`config.mk`:
```
export PLATFORM = sky130hd
export DESIGN_NAME = shift_register_sipo_32bit
export DESIGN_NICKNAME = d
export VERILOG_FILES = /design/src/rtl/shift_register_sipo_32bit.sv
export SDC_FILE = /design/constraint.sdc
export NUM_CORES = 1
export LEC_CHECK = 0
export ABC_AREA = 1
export CAP_MARGIN = 20
export CORE_MARGIN = 2
export CORE_UTILIZATION = 37
export CTS_BUF_LIST = sky130_fd_sc_hd__clkbuf_4
export CTS_CLUSTER_SIZE = 20
export DETAILED_ROUTE_END_ITERATION = 10
export GPL_TIMING_DRIVEN = 0
export PLACE_DENSITY = 0.74
export SLEW_MARGIN = 20
export SYNTH_ARGS = -nofsm -noshare
export SYNTH_HDL_FRONTEND = slang
export SYNTH_SLANG_ARGS = --single-unit
```
`constraint.sdc`:
```
create_clock -name clock -period 0.8 [get_ports clock]
set_input_delay 0.12 -clock clock [delete_from_list [all_inputs] [get_ports clock]]
set_output_delay 0.12 -clock clock [all_outputs]
set_load 0.02 [all_outputs]
```
`src/rtl/shift_register_sipo_32bit.sv`:
```
// Serial-in, parallel-out shift register: one bit captured per clock, last WIDTH bits shown in parallel.
// Latency: a bit is at the entry position one edge after sampling and drops out WIDTH edges after sampling.
// Backpressure: none; every clock edge out of reset captures a bit, and the consumer must keep up.
// Optional build macro SIPO_WORD_STROBE_EN adds word_valid/bit_count word framing outputs.
module shift_register_sipo_32bit #(
  parameter int WIDTH     = 32,
  parameter bit MSB_FIRST = 1'b0
) (
  input  logic             clock,
  input  logic             reset,
  input  logic             serial_in,
  output logic [WIDTH-1:0] parallel_out
`ifdef SIPO_WORD_STROBE_EN
  ,
  output logic                     word_valid,
  output logic [$clog2(WIDTH)-1:0] bit_count
`endif
);

  // Shift one bit in on every edge; the entry end depends on MSB_FIRST, and the oldest bit falls off the far end.
  always_ff @(posedge clock or negedge reset) begin
    if (!reset) begin
      parallel_out <= '0;
    end else if (MSB_FIRST) begin
      parallel_out <= {serial_in, parallel_out[WIDTH-1:1]};
    end else begin
      parallel_out <= {parallel_out[WIDTH-2:0], serial_in};
    end
  end

`ifdef SIPO_WORD_STROBE_EN
  localparam int CW = $clog2(WIDTH);
  localparam logic [CW-1:0] LAST_BIT = CW'(WIDTH - 1);

  // Count the captures within a word and pulse word_valid for the cycle after the WIDTH-th capture,
  // which is exactly when parallel_out holds the complete word.
  always_ff @(posedge clock or negedge reset) begin
    if (!reset) begin
      bit_count  <= '0;
      word_valid <= 1'b0;
    end else if (bit_count == LAST_BIT) begin
      bit_count  <= '0;
      word_valid <= 1'b1;
    end else begin
      bit_count  <= bit_count + CW'(1);
      word_valid <= 1'b0;
    end
  end
`endif

endmodule

```
==> impl_metrics.json <==
{
  "worst-path-buf-inv": 1,
  "pre_cts_ws_ns": -0.279,
  "ir_drop_mv": 1.49,
  "grt_pass1_wl_um": 2600,
  "grt_util_all_layers_pct": 15.2,
  "hold_viol_final": 32,
  "multi_input_area_um2": 0,
  "rr_endpoint": "parallel_out[2]$_DFF_PN0_",
  "fin_ws_ns": -0.188,
  "wl_per_cell_um": 14.1,
  "htreeDepth": 2,
  "final_max_slew_viol_count": 0,
  "core-area_mm2": 0.00200,
  "layout_min_cycle_time_ns": 0.988,
  "syn_area_um2": 801,
  "fin_crit_sh_pct": 123,
  "crit_required_ns": 0.68,
  "start_util_pct": 40.0,
  "cts-root-buf": "clkbuf_4",
  "grt_pass1_vias": 531,
  "violations": "negative hold slack, negative setup slack",
  "syn-num-nets": 35,
  "place.gp.congestion": 0.639,
  "ant_nets": 0,
  "dieHeight_um": 50.5,
  "slew_headroom_pct": 56.3,
  "cts_tree": "built",
  "synth_cell_types": 1,
  "synth.yosys.seq_area_share_pct": 100,
  "drt_wl_total_um": 1670,
  "cts_buffers": 5,
  "max_cap_violations": 0,
  "nMultiInputCombCells": 0,
  "cp.arrival_ns": 0.87,
  "die_x_um": 50.5,
  "r2r_slack_ns": 0.02,
  "syn-mean-instance-area_um2": 25.0,
  "use_met1_pct": 18.2,
  "top_regs": "parallel_out: 32 flops",
  "cp-start-kind": "flip-flop",
  "tightest_slew_ns": 0.655,
  "final_net_count": 94,
  "critPathMaxFanout": 2,
  "clock_latency_ns": 0.31,
  "syn2layout_area_growth_pct": 74.4,
  "drtIter0Drc": 1,
  "r2r_cells": 2,
  "vias_per_cell": 4.18,
  "power_leakage_nw": 0.693,
  "p_per_area_mw_per_mm2": 2120,
  "port_buffers": 34,
  "use_met3_pct": 7.74,
  "path_clk_slew_ns": 0.09,
  "first_pass_iters": 2,
  "largest-register": "parallel_out",
  "clock_skew_ns": 0.00436,
  "min_path_type": "in2async",
  "whs_ns": -0.171,
  "run_status": "complete, but fails checks",
  "yosys_register_bits": 32,
  "rsz0062_at_grt": "yes",
  "fin_setup_tns_ns": -5.31,
  "critPathMaxStageDelay_ns": 0.42,
  "cts_buffer_depth": 2,
  "path_delay_family": "flip-flops",
  "antenna_found_initial": 0,
  "yosys_warnings": 0,
  "finish.utilization_pct": 69.8,
  "grt_overflow": 0,
  "ioPinCount": 35,
  "synthCells": 32,
  "vias": 497,
  "largest_register_ffs": 32,
  "rows": 16,
  "r2r_start": "parallel_out[1]$_DFF_PN0_",
  "drive_above_1_share_pct": 63.0,
  "cp_slowest_cell": "dfrtp_1",
  "fillers": 135,
  "cts_sinks": 32,
  "crit_chain": "buf_6",
  "critical_path_class": "reg2out",
  "use_met2_pct": 22.4,
  "gr-max-usage-layer": "met2",
  "grt_max_degree": 33,
  "clock.fmax_mhz": 1010,
  "n_antenna_cell": 0,
  "cp-end-kind": "primary output",
  "dpl.hpwl_um": 904,
  "setup_viol": 32,
  "drc_errors": 0,
  "die_area_mm2": 0.00255
}
==> power by group <==
part           internal [mW]  leakage (nW)  switching [mW]
combinational          0.211         0.288           0.185
clock                  0.322        0.0324           0.482
sequential              1.70         0.373          0.0602
total                   2.23         0.693           0.727
==> layout make-up <==
cell class            instances  area, um2  area share (%)
tap                          27       33.8            2.42
timing repair buffer         52        510            36.6
sequential                   32        801            57.3
clock inverter                3       13.8           0.986
clock buffer                  5       37.5            2.69
==> worst register-to-register path, delay by kind of cell (launching register included) <==
family	cells	cell delay, ns
buffers and inverters	2	0.26
DFF	1	0.42
==> cell usage after synthesis <==
library cell | instances | area share, %
dfrtp_1 | 32 | 100
==> logic make-up after synthesis <==
| family | Yosys count | share of synthesized area, % |
|---|---|---|
| DFF | 32 | 100 |
==> metal layers <==
layer / wire length, um / share of wire (%)
met3: 140 / 8.4
met2: 799 / 48
met5: 0 / 0
met4: 14 / 0.84
met1: 719 / 43
==> how the worst max path moves through the flow <==
stage	cells past startpoint	endpoint	slack [ns]	start
3_3_place_gp	1	parallel_out[3]$_DFF_PN0_	-0.88	reset
5_1_grt	1	parallel_out[0]	-0.24	parallel_out[0]$_DFF_PN0_
2_1_floorplan	0	parallel_out[10]$_DFF_PN0_	0.22	parallel_out[9]$_DFF_PN0_
6_report	1	parallel_out[1]	-0.19	parallel_out[1]$_DFF_PN0_
4_1_cts	1	parallel_out[7]	-0.20	parallel_out[7]$_DFF_PN0_
3_5_place_dp	1	parallel_out[1]	-0.28	parallel_out[1]$_DFF_PN0_
==> timing repair <==
item | CTS | global route
endpoints found under the setup margin | 32 | 32
hold endpoints to repair | 32 | 32
resized for setup | 192 | 0
setup buffers | 11 | 7
==> stage by stage <==
step                      power [mW]  std cells  hold WS (ns)  area (um2)
after floorplan                 1.87         32        -0.176         801
after global placement          2.09         93         0.360        1170
after detailed placement        2.09         93         0.188        1170
after CTS                       2.98        112        -0.165        1340
after global routing            3.11        119        -0.133        1400
final                           2.96        119        -0.171        1400
==> cells in the final DEF, fill, tap and decap left out <==
cell             count
buf_4               18
dfrtp_1             32
clkinv_2             2
clkinv_1             1
clkbuf_4             5
buf_2                1
buf_6               32
clkdlybuf4s50_1      1
No activity file was read; power rests on OpenSTA's default activity.
